===== src/rtl/vga_frame_reader.sv =====
// VGA scan-out master: walks the framebuffer through a memory read port and
// turns packed RGB332 words into a sync-aligned pixel stream for the display.
module vga_frame_reader #(
  parameter int BUS       = 32,
  parameter int FB_BASE   = 0,
  parameter int H_VISIBLE = 640,
  parameter int H_FP      = 16,
  parameter int H_SYNC    = 96,
  parameter int H_BP      = 48,
  parameter int V_VISIBLE = 480,
  parameter int V_FP      = 10,
  parameter int V_SYNC    = 2,
  parameter int V_BP      = 33
) (
  input  logic           clk,
  input  logic           rst_n,
  input  logic           enable,
  output logic [BUS-1:0] rd_addr,
  input  logic [BUS-1:0] rd_data,
  output logic [7:0]     pixel,
  output logic           hsync,
  output logic           vsync,
  output logic           de,
  output logic           frame_start
);

  localparam int H_TOTAL = H_VISIBLE + H_FP + H_SYNC + H_BP;
  localparam int V_TOTAL = V_VISIBLE + V_FP + V_SYNC + V_BP;
  localparam int HW      = $clog2(H_TOTAL);
  localparam int VW      = $clog2(V_TOTAL);

  localparam logic [HW-1:0] H_LAST   = HW'(H_TOTAL - 1);
  localparam logic [HW-1:0] H_ACT    = HW'(H_VISIBLE);
  localparam logic [HW-1:0] HS_FIRST = HW'(H_VISIBLE + H_FP);
  localparam logic [HW-1:0] HS_LAST  = HW'(H_VISIBLE + H_FP + H_SYNC - 1);
  localparam logic [VW-1:0] V_LAST   = VW'(V_TOTAL - 1);
  localparam logic [VW-1:0] V_ACT    = VW'(V_VISIBLE);
  localparam logic [VW-1:0] VS_FIRST = VW'(V_VISIBLE + V_FP);
  localparam logic [VW-1:0] VS_LAST  = VW'(V_VISIBLE + V_FP + V_SYNC - 1);
  localparam logic [BUS-1:0] BASE    = BUS'(FB_BASE);

  // Per-pixel control carried alongside the memory latency.
  typedef struct packed {
    logic       act;
    logic       hs;
    logic       vs;
    logic       fs;
    logic [1:0] sel;
  } stage_t;

  localparam stage_t IDLE = '{act: 1'b0, hs: 1'b1, vs: 1'b1, fs: 1'b0, sel: 2'd0};

  logic [HW-1:0] hcnt;
  logic [VW-1:0] vcnt;
  logic          h_wrap;
  logic          v_wrap;
  stage_t        s0;
  stage_t        s1;
  logic [7:0]    byte_sel;

  assign h_wrap = (hcnt == H_LAST);
  assign v_wrap = (vcnt == V_LAST);

  // Stage-0 view is forced idle while disabled, since the counters sit at (0,0).
  always_comb begin
    s0     = IDLE;
    s0.act = enable && (hcnt < H_ACT) && (vcnt < V_ACT);
    s0.hs  = !(enable && (hcnt >= HS_FIRST) && (hcnt <= HS_LAST));
    s0.vs  = !(enable && (vcnt >= VS_FIRST) && (vcnt <= VS_LAST));
    s0.fs  = enable && (hcnt == '0) && (vcnt == '0);
    s0.sel = hcnt[1:0];
  end

  // NOTE: all sequential state uses non-blocking assignments so every register
  // samples the pre-edge value of its neighbours, regardless of statement order.
  always_ff @(posedge clk or negedge rst_n) begin
    if (!rst_n) begin
      hcnt    <= '0;
      vcnt    <= '0;
      rd_addr <= BASE;
    end else if (!enable) begin
      hcnt    <= '0;
      vcnt    <= '0;
      rd_addr <= BASE;
    end else begin
      hcnt <= h_wrap ? '0 : hcnt + 1'b1;
      if (h_wrap) vcnt <= v_wrap ? '0 : vcnt + 1'b1;
      // Lines are contiguous, so a running word counter replaces v*stride + h/4.
      if (h_wrap && v_wrap)
        rd_addr <= BASE;
      else if (s0.act && (hcnt[1:0] == 2'b11))
        rd_addr <= rd_addr + 1'b1;
    end
  end

  always_comb begin
    byte_sel = 8'h00;
    case (s1.sel)
      2'd0: byte_sel = rd_data[7:0];
      2'd1: byte_sel = rd_data[15:8];
      2'd2: byte_sel = rd_data[23:16];
      2'd3: byte_sel = rd_data[31:24];
      default: byte_sel = 8'h00;
    endcase
  end

  always_ff @(posedge clk or negedge rst_n) begin
    if (!rst_n) begin
      s1          <= IDLE;
      de          <= 1'b0;
      hsync       <= 1'b1;
      vsync       <= 1'b1;
      frame_start <= 1'b0;
      pixel       <= 8'h00;
    end else begin
      s1          <= s0;
      de          <= s1.act;
      hsync       <= s1.hs;
      vsync       <= s1.vs;
      frame_start <= s1.fs;
      pixel       <= s1.act ? byte_sel : 8'h00;
    end
  end

endmodule

===== config.mk =====
export PLATFORM = sky130hd
export DESIGN_NAME = vga_frame_reader
export DESIGN_NICKNAME = d
export VERILOG_FILES = /design/src/rtl/vga_frame_reader.sv
export SDC_FILE = /design/constraint.sdc
export NUM_CORES = 1
export LEC_CHECK = 0
export ABC_AREA = 1
export CELL_PAD_IN_SITES_DETAIL_PLACEMENT = 1
export CELL_PAD_IN_SITES_GLOBAL_PLACEMENT = 1
export CORE_AREA = 2 2 125 127
export DETAILED_ROUTE_END_ITERATION = 6
export DIE_AREA = 0 0 127 129
export PLACE_DENSITY_LB_ADDON = 0.1
export SETUP_SLACK_MARGIN = 0.05
export SLEW_MARGIN = 40
export SYNTH_ARGS = -nofsm -noshare
export SYNTH_HDL_FRONTEND = slang
export SYNTH_SLANG_ARGS = --single-unit

===== constraint.sdc =====
create_clock -name clk -period 1.45 [get_ports clk]
set_input_delay 0.3625 -clock clk [delete_from_list [all_inputs] [get_ports clk]]
set_output_delay 0.3625 -clock clk [all_outputs]
set_load 0.01 [all_outputs]

==> results of run 1 <==
==> logic make-up after synthesis <==
family	Yosys count	share of synthesized area
AO/OA/AOI/OAI	56	0.0889
XOR/XNOR	10	0.0218
adder cells (fa/ha/maj)	5	0.0156
buffers and inverters	66	0.0755
flip-flops	70	0.438
AND/OR/NAND/NOR	302	0.360
==> metal layers <==
metal / global-route usage / part of all wire / vias up / routed length [um]
met5: 0 / 0 / - / 0
met4: 0.0821 / 0.027 / 0 / 418
met3: 0.0279 / 0.025 / 26 / 383
met2: 0.355 / 0.53 / 61 / 8230
met1: 0.226 / 0.42 / 2139 / 6460
li1: - / - / 2165 / -
==> synth_stat cells, types with 3 or more instances <==
| cell | count | area, sq um |
|---|---|---|
| sky130_fd_sc_hd__a21oi_1 | 23 | 115 |
| sky130_fd_sc_hd__a41oi_1 | 8 | 70.1 |
| sky130_fd_sc_hd__buf_2 | 3 | 15.0 |
| sky130_fd_sc_hd__buf_6 | 6 | 67.6 |
| sky130_fd_sc_hd__dfrtp_1 | 66 | 1650 |
| sky130_fd_sc_hd__dfstp_2 | 4 | 105 |
| sky130_fd_sc_hd__ha_1 | 5 | 62.6 |
| sky130_fd_sc_hd__inv_1 | 54 | 203 |
| sky130_fd_sc_hd__nand2_1 | 124 | 465 |
| sky130_fd_sc_hd__nand2_2 | 4 | 25.0 |
| sky130_fd_sc_hd__nand2_4 | 3 | 33.8 |
| sky130_fd_sc_hd__nand2_8 | 3 | 60.1 |
| sky130_fd_sc_hd__nand3_1 | 32 | 160 |
| sky130_fd_sc_hd__nand3_2 | 6 | 60.1 |
| sky130_fd_sc_hd__nand4_1 | 13 | 81.3 |
| sky130_fd_sc_hd__nor2_1 | 87 | 327 |
| sky130_fd_sc_hd__nor2_2 | 6 | 37.5 |
| sky130_fd_sc_hd__nor2_4 | 4 | 45.0 |
| sky130_fd_sc_hd__nor3_1 | 14 | 70.1 |
| sky130_fd_sc_hd__o21ai_0 | 8 | 40.0 |
| sky130_fd_sc_hd__o21ai_2 | 7 | 61.3 |
| sky130_fd_sc_hd__o21bai_1 | 3 | 22.5 |
| sky130_fd_sc_hd__xnor2_1 | 4 | 35.0 |
| sky130_fd_sc_hd__xor2_1 | 6 | 52.6 |
==> sequential cells by signal, indices dropped and copies added, names as in the netlist <==
name and flops:
hsync 1, de 1, s1 6, vsync 1, vcnt 10, rd_addr 32, hcnt 10, frame_start 1
pixel 8
==> cell type report <==
class | count | area [sq um] | area share
clock buffers | 12 | 246 | 0.0342
clock inverters | 4 | 47.5 | 0.00660
inverters | 56 | 223 | 0.0309
multi-input cells | 374 | 2460 | 0.342
flip-flops and latches | 70 | 1760 | 0.245
well taps | 188 | 235 | 0.0327
repair buffers | 248 | 2210 | 0.307
repair inverters | 1 | 6.26 | 0.000869
==> layout by cell type (no fill, tap or decap), types with 5 or more instances in the layout <==
cell type | synthesis | routed
sky130_fd_sc_hd__nor2_2 | 6 | 22
sky130_fd_sc_hd__nand4_1 | 13 | 13
sky130_fd_sc_hd__inv_1 | 54 | 47
sky130_fd_sc_hd__nor3_2 | 1 | 5
sky130_fd_sc_hd__clkdlybuf4s50_1 | 0 | 32
sky130_fd_sc_hd__a21oi_1 | 23 | 17
sky130_fd_sc_hd__dfrtp_1 | 66 | 61
sky130_fd_sc_hd__nand3_2 | 6 | 13
sky130_fd_sc_hd__nor2_4 | 4 | 17
sky130_fd_sc_hd__nand2_2 | 4 | 18
sky130_fd_sc_hd__buf_4 | 1 | 137
sky130_fd_sc_hd__clkdlybuf4s15_1 | 0 | 8
sky130_fd_sc_hd__clkbuf_16 | 0 | 9
sky130_fd_sc_hd__dlygate4sd2_1 | 0 | 16
sky130_fd_sc_hd__a41oi_1 | 8 | 8
sky130_fd_sc_hd__nor3_1 | 14 | 5
sky130_fd_sc_hd__nand2_4 | 3 | 8
sky130_fd_sc_hd__buf_2 | 3 | 9
sky130_fd_sc_hd__nand3_1 | 32 | 20
sky130_fd_sc_hd__dfrtp_2 | 0 | 5
sky130_fd_sc_hd__xor2_1 | 6 | 5
sky130_fd_sc_hd__nor2_1 | 87 | 58
sky130_fd_sc_hd__o21ai_1 | 2 | 5
sky130_fd_sc_hd__inv_2 | 1 | 7
sky130_fd_sc_hd__o21ai_2 | 7 | 8
sky130_fd_sc_hd__nor3_4 | 0 | 5
sky130_fd_sc_hd__buf_12 | 0 | 5
sky130_fd_sc_hd__buf_6 | 6 | 32
sky130_fd_sc_hd__nand2_1 | 124 | 105
sky130_fd_sc_hd__a21oi_2 | 0 | 5
sky130_fd_sc_hd__nand3_4 | 1 | 6
==> critical path: cells and delay by family (launching register included) <==
family / cells / cell delay (ns)
flip-flops: 1 / 0.40
buffers and inverters: 3 / 0.50
==> worst min-delay path by stage <==
stage                                from                 to  slack (ns)  cells past startpoint
after detailed placement            rst_n  hcnt[1]$_DFF_PN0_        0.27                      1
final                     s1[4]$_DFF_PN1_    hsync$_DFF_PN1_        0.36                      0
after global placement              rst_n       de$_DFF_PN0_        0.27                      1
after CTS                 s1[4]$_DFF_PN1_    hsync$_DFF_PN1_        0.36                      0
after floorplan                     rst_n       de$_DFF_PN0_        0.07                      0
after global routing      s1[4]$_DFF_PN1_    hsync$_DFF_PN1_        0.37                      0
==> report_power, final <==
part	internal, mW	switching, mW	leakage (nW)
clock network	1.38	0.910	0.143
logic	0.309	0.308	2.36
registers	2.00	0.0261	0.937
total	3.68	1.24	3.44
==> stage by stage <==
stage / utilization / power [mW] / worst slack [ns] / instance area, sq um
global route: 0.481 / 5.12 / -0.205 / 7200
detailed placement: 0.391 / 2.60 / -0.483 / 5860
finish: 0.481 / 4.93 / -0.164 / 7200
CTS: 0.456 / 4.97 / -0.142 / 6840
floorplan: - / 2.26 / -0.0188 / 4070
global placement: 0.391 / 2.58 / -0.443 / 5860
==> what timing repair did <==
item	in CTS	in global routing
endpoints found under the hold margin	14	0
setup endpoints to repair	87	62
pin swaps	32	34
hold buffers	1	0
gates resized for setup	208	76
setup buffers	47	19
gates cloned	4	0
==> impl.org, run 1 <==
** Route
- Total Wirelength :: 15.5 mm
- Antenna viol nets, final :: 0
- Vias post-DR :: roughly 4.4k
- In the final routed layout, each cell accounts on average for 16.3 um.
- Average vias per placed instance :: between 4 and 5
- Number of remaining DRC errors :: 0
- In this run, the number of DRC markers left after iteration 0 of detailed routing was between 100 and 150.
- First-pass iteration count of the detailed router :: 4

** Worst setup path
- Start of the worst register-to-register path :: rd_addr[3]$_DFFE_PN0P_
- The worst setup path is launched from a flop.
- By startpoint and endpoint, the worst setup path is classified as flop to primary output.
- At the worst endpoint, the required time is ~1.1 ns.
- STA puts the critical path data arrival time at ~1.3 ns.
- The cell that appears most often on the critical path is sky130_fd_sc_hd__buf_4.
- Crit path to :: rd_addr[1]
- Peak per-stage delay on the critical path :: 0.40 ns
- Worst r2r path cells :: 9
- Reg-to-reg slack, setup :: -0.12 ns
- Endpoint of the most critical register-to-register path :: rd_addr[27]$_DFFE_PN0P_
- STA classifies the critical path endpoint as a primary output.
- Slowest cell on the critical path :: sky130_fd_sc_hd__dfrtp_1
- Maximum net fanout on the critical path :: 2
- Origin of the worst setup path :: rd_addr[1]$_DFFE_PN0P_
- Walking the worst path, the cells encountered are buf_4 -> buf_4 -> clkdlybuf4s15_2.

** Floorplan
- After floorplanning, the core was divided into 45 placement rows.
- Initial Utilization :: 0.268
- 79 I/O pins were placed.
- Area of the die :: 16,400 sq um
- Measured along the x axis, the die boundary spans 127 um.
- The floorplan step set the die height to between 100 and 150 um.
- The floorplan step defined a core boundary enclosing about 15,000 sq um.

** STA
- Maximum clock skew at final layout :: approximately 0.0065 ns
- Summed over all failing endpoints, the final setup total negative slack is -3.16 ns.
- Setup slack on the critical path of the routed design comes to -0.164 ns.
- Ratio of final minimum period to clock period :: 1.11
- Setup repair after global routing could not meet its margin everywhere.
- Number of max-slew violations in the final report :: 0
- Based on the critical path, the design can be clocked at up to around 0.62 GHz.
- Final setup violation count :: 41
- Fin Hold WS :: about 0.36 ns
- The total count of hold-check failures in the final report came to 0.
- Shortest period the worst path allows :: around 1.6 ns
- Rel. slew slack :: 0.757
- For the pin with the worst max-slew slack, the measured transition is 0.362 ns.

** Placement
- Placer congestion estimate :: 0.768
- Quantity of I/O buffers inserted on ports :: 78
- After legalization and detailed placement, the total HPWL measured roughly 11 mm.
- Including well taps, the total number of placed cells is about 900.

** Global routing
- The initial antenna violation count was 0.
- The number of global-route vias before repair came to around 4.9k.
- After global routing the overflow that remains totals 0.
- In the global route stage, overall resource usage came out at 0.193.
- Wire length of the first global-routing pass :: between 20 and 25 mm
- Entering global routing, the biggest net connects 24 pins.

** Logic synthesis
- Ys Warns :: 0
- After synthesis the cells add up to about 4000 sq um.
- In this run, synthesis inferred 0 flip-flops with an integrated enable.
- Most instantiated flip-flop cell in the synthesis netlist :: sky130_fd_sc_hd__dfrtp_1
- Synthesis produced a netlist with a net count of between 500 and 600.
- Post-Syn Area per Cell :: ~7.9 sq um
- Synthesis instantiated 37 different standard cells from the library.
- Counting flops with an async set or reset pin after synthesis yields a share of 1.00.
- Share of the yosys chip area belonging to registers :: 0.438
- Instance count of the mapped netlist :: 509
- In this run, synthesis produced a sequential element count of 70.

** Layout
- After filler insertion, the fill cell instance count of the layout stands at approximately 1.8k.
- Non-filler cells, final :: 953
- The area growth from synthesis to layout is 79.5%.
- Layout Nets :: 800
- Layout cell share with drive strength beyond 1 :: 0.451
- The number of antenna diodes in the final layout is 0.

** Status
- The final reports fail on negative setup slack.
- Outcome :: complete, but fails checks

** Power and ir drop
- Power density over cell area :: 685 nW/um^2
- Leakage :: about 3.4 nW
- VDD sags by at most approximately 0.52 mV.

** Worst hold path
- Class of the worst hold path :: flop to flop

** Job
- Reported max-cap violation count :: 0

** Clock tree
- Total number of H-tree levels :: 3
- Clock-pin transition on the worst setup and hold timing paths :: ~0.060 ns
- For this design, the sink count on the clock tree is 70.
- For the worst-skew pair, the clock arrives at the later sink with an insertion delay of around 0.35 ns.
- Number of buffers created by CTS :: 9
- The longest clock path from root to sink contains 2 buffers.
- TritonCTS built the clock tree.
- Clk root buf :: sky130_fd_sc_hd__clkbuf_16
Power figures use the tool's default switching activity.
==> run 2: changes to the inputs <==
Settings changed: CORE_AREA 2 2 125 127 to 2 2 112 114, DIE_AREA 0 0 127 129 to 0 0 114 116.
==> run 2 against run 1 <==
- the run still ends with negative setup slack left
- register-to-register slack got worse by 0.10 ns
- highest routed layer unchanged
- combinational power about the same
- critical path type is now flop to flop
- utilization increased by 11 points
- routed wire length increased by 8.6%
- non-clock buffer count decreased by 18
- clock skew increased by 0.0025 ns
- cell area decreased by 1.7%
- clock power increased by 11%
- first-iteration DRC count increased by 20%
==> impl.org, run 2 (synthesis results as in run 1) <==
** Power and ir drop
- The relative contribution of combinational cells to total power was 0.119 (-0.006).
- Proportion of total power due to net switching :: 0.239 (-0.0130)
- Clock share of power :: 0.490 (+0.026)
- The power dissipated by switching net loads is 1.24 mW (-0.22%).
- Pwr Total :: 5.18 mW (+5.2%)
- Leakage :: 3.36 nW (-2.2%)
- Flop pwr share :: 0.392 (-0.019)
- The total power divided by cell area is 733 nW/um^2 (+7.0%).
- Total internal power :: 3.94 mW (+7.0%)
- The maximum VDD drop is 0.392 mV (-25%).

** Layout
- The library cell used most frequently in the layout, excluding fill and tap cells, is sky130_fd_sc_hd__buf_4.
- Footprint of the flip-flops and latches :: 1770 sq um (+0.21%)
- The final core area utilization was 0.594 (+0.113).
- Register with the highest flop count :: rd_addr
- The count of antenna diodes in the layout is 0 (unchanged).
- The net count of the finished layout is 782 (-2.3%).
- Layout cell share with drive strength beyond 1 :: 0.447 (-0.00386)
- Area of the multi-input gates :: 2460 sq um (about the same)
- Count of filler cells inserted in the layout :: 1,392 (-22%)
- In the final layout, the registers with the most flip-flops are rd_addr x32, hcnt x10, vcnt x10.
- The top cell types in the final layout, fill and taps aside, are 113 x sky130_fd_sc_hd__buf_4, 102 x sky130_fd_sc_hd__nand2_1, 60 x sky130_fd_sc_hd__nor2_1.
- Compared with the post-synthesis result, the final layout area differs by 76.4%.
- The number of flip-flops under the largest register name is 32 (unchanged).

** Worst setup path
- Origin of the worst setup path :: rd_addr[5]$_DFFE_PN0P_
- Peak per-stage delay on the critical path :: 0.36 ns (-0.04 ns)
- Type of element launching the critical path :: flop
- Crit-path cells :: buf_4 -> nand2_2 -> nor2_4 -> nand4_1 -> nor2_2 -> a21oi_1 -> nor2_1
- The worst setup path is captured at a flop.
- The largest fanout on the critical path was 4 (+2).
- The worst register-to-register path begins at rd_addr[5]$_DFFE_PN0P_.
- Among all stages on the critical path, the largest delay is contributed by sky130_fd_sc_hd__dfrtp_1.
- The cell family contributing the most delay on the critical path is simple AND/OR/NAND/NOR gates.
- The number of buffer and inverter instances along the worst setup path is 1 (-2).
- The arrival time at the worst endpoint came to 1.94 ns (+0.69 ns).
- The worst setup path is of the flop to flop kind.
- The endpoint required time on the critical path came to 1.72 ns (+0.63 ns).

** Route
- WL met1 :: 6.78 mm (+4.9%)
- The detailed-route wire length per cell is 18.8 um (+16%).
- The average via count per standard cell is 5.10 (+11%).
- The routed wire length on met3 came to 711 um (+86%).
- The detailed router's first-iteration violation count came to 136 (+20%).
- The routed wire length is 16.8 mm (+8.6%).
- Highest Signal Layer :: met4
- Wire length on met2 :: 8.82 mm (+7.2%)
- Antenna viol nets, final :: 0 (unchanged)
- The count of TritonRoute iterations in the first routing pass came to 4 (unchanged).
- Vias post-DR :: 4,561 (+3.9%)
- The post-detailed-route DRC marker count was 0 (unchanged).

** Floorplan
- Number of rows created at floorplan :: 40 (-11%)
- Initial Utilization :: 0.337 (+0.0689)
- Floorplan Core Area :: 11,900 sq um (-20%)
- The die area was 13,200 sq um (-19%).
- Y dimension of the die :: 116 um (-10%)
- The die span in x came to 114 um (-10%).
- The number of ports placed on the die boundary was 79 (unchanged).

** Status
- Violated checks :: negative setup slack
- The flow ran to the end, but the final reports show violations.

** Clock tree
- TritonCTS built the clock tree.
- The deepest level of the CTS H-tree is 3 (unchanged).
- Clock Path Buffers :: 2 (unchanged)
- Source-to-sink clock delay at the later pin of the worst-skew pair :: 0.35 ns (about the same)
- Sinks on the clock net :: 70 (unchanged)
- The CTS clock-pin slew for the worst setup and hold paths is 0.06 ns (about the same).
- The number of CTS-inserted buffers was 9 (unchanged).
- Clk root buf :: sky130_fd_sc_hd__clkbuf_16

** STA
- The final worst clock skew came to 0.00904 ns (+0.00249 ns).
- The maximum clock rate came to 0.598 GHz (-3.5%).
- Final setup violation count :: 48 (+17%)
- The worst-margin pin slew is 0.415 ns (+0.0537 ns).
- The part of the cycle the worst path needs came to 1.15 (+0.0402).
- Rel. slew slack :: 0.723 (-0.0339)
- The least setup slack across all paths after layout was -0.222 ns (-0.0583 ns).
- The total count of hold-check failures in the final report was 0 (unchanged).
- The shortest period the worst path allows is 1.67 ns (+0.0583 ns).
- Setup repair after global routing could not meet its margin everywhere.
- Number of max-slew violations in the final report :: 0 (unchanged)

** Placement
- The number of buffer cells added on primary ports came to 78 (unchanged).
- The worst-case setup slack after placement came to -0.529 ns (-0.0461 ns).
- The post-DP HPWL is 9.50 mm (-11%).
- The routability-driven placement congestion ratio was 0.823 (+7.2%).

** Global routing
- Total congestion overflow :: 0 (unchanged)
- The total track usage came to 0.235 (+0.0413).
- Vias in the first global route :: 4,891 (-0.81%)
- The pin count of the biggest net entering global routing came to 71 (+200%).
- Wire length of the first global-routing pass :: 24.3 mm (-1.5%)
- The initial antenna violation count was 0 (unchanged).

** Job
- Reported max-cap violation count :: 0 (unchanged)

** Worst hold path
- The tightest min-delay check is of the input pin to async pin type.
-- run 2: cell types whose count changed in the layout (fill, tap and decap cells not counted), sizes merged --
cell,previous run,this run
clkbuf,13,16
clkdlybuf4s15,11,9
buf,186,168
dlygate4sd2,16,18
bufinv,1,2
dlygate4sd3,1,0
clkinvlp,1,0
inv,57,56
bufbuf,1,0
-- run 2: routing by layer --
metal | global-route usage | vias to the layer above
met2 | 0.412 | 114
met5 | 0 | -
met1 | 0.289 | 2286
met4 | 0.100 | 0
li1 | - | 2122
met3 | 0.0335 | 39
-- run 2: area by class of cell --
cell class                 instances  share of cell area
multi-input combinational        374               0.348
timing repair buffer             230               0.294
sequential                        70               0.250
clock buffer                      13              0.0382
inverter                          56              0.0322
tap                              147              0.0260
clock inverter                     3             0.00920
timing repair inverter             1             0.00230
-- run 2: worst paths after layout --
check	endpoint	slack, ns	cells after the start
setup / recovery	rd_addr[31]$_DFFE_PN0P_	-0.22	7
hold / removal	pixel[7]$_DFF_PN0_	0.03	2
setup reg to reg	rd_addr[31]$_DFFE_PN0P_	-0.22	7
hold reg to reg	vsync$_DFF_PN1_	0.35	0
max in group asynchronous	rd_addr[19]$_DFFE_PN0P_	1.05	2
min in group clk	vsync$_DFF_PN1_	0.35	0
-- run 2: per-stage QoR --
stage	TNS, ns	cells	hold WS [ns]	cell area [sq um]
after floorplan	-0.0217	509	0.0669	4070
after global placement	-16.47	810	0.346	5620
after detailed placement	-18.17	810	0.348	5620
after CTS	-2.55	875	0.0609	6640
after global routing	-8.37	894	0.0761	7080
final	-4.87	894	0.0340	7080
-- run 2: power groups by stage --
stage          logic [mW]  clock network [mW]  registers, mW
2_1_floorplan       0.187                   0           2.08
3_3_place_gp        0.496                   0           2.06
3_5_place_dp        0.508                   0           2.06
4_1_cts             0.560                2.58           2.03
5_1_grt             0.667                2.65           2.03
6_report            0.616                2.54           2.03
-- run 2: repair_timing --
item | CTS | global route
pin swaps | 37 | 48
hold buffers | 0 | 0
setup endpoints to repair | 92 | 64
cloned | 2 | 3
buffers inserted | 48 | 22
hold endpoints to repair | 0 | 0
gates resized for setup | 191 | 94
-- run 2: worst register-to-register path, stage by stage, from the launching register on --
cell and delay, ns:
sky130_fd_sc_hd__dfrtp_1 0.36, sky130_fd_sc_hd__buf_4 0.13, sky130_fd_sc_hd__nand2_2 0.08, sky130_fd_sc_hd__nor2_4 0.21
sky130_fd_sc_hd__nand4_1 0.28, sky130_fd_sc_hd__nor2_2 0.27, sky130_fd_sc_hd__a21oi_1 0.13, sky130_fd_sc_hd__nor2_1 0.13
==> run 3: changes to the inputs <==
Settings changed: HOLD_SLACK_MARGIN set to 0.06.
==> results of run 3 <==
Same layout as run 2: the final DEF is identical, and so are final timing and power.
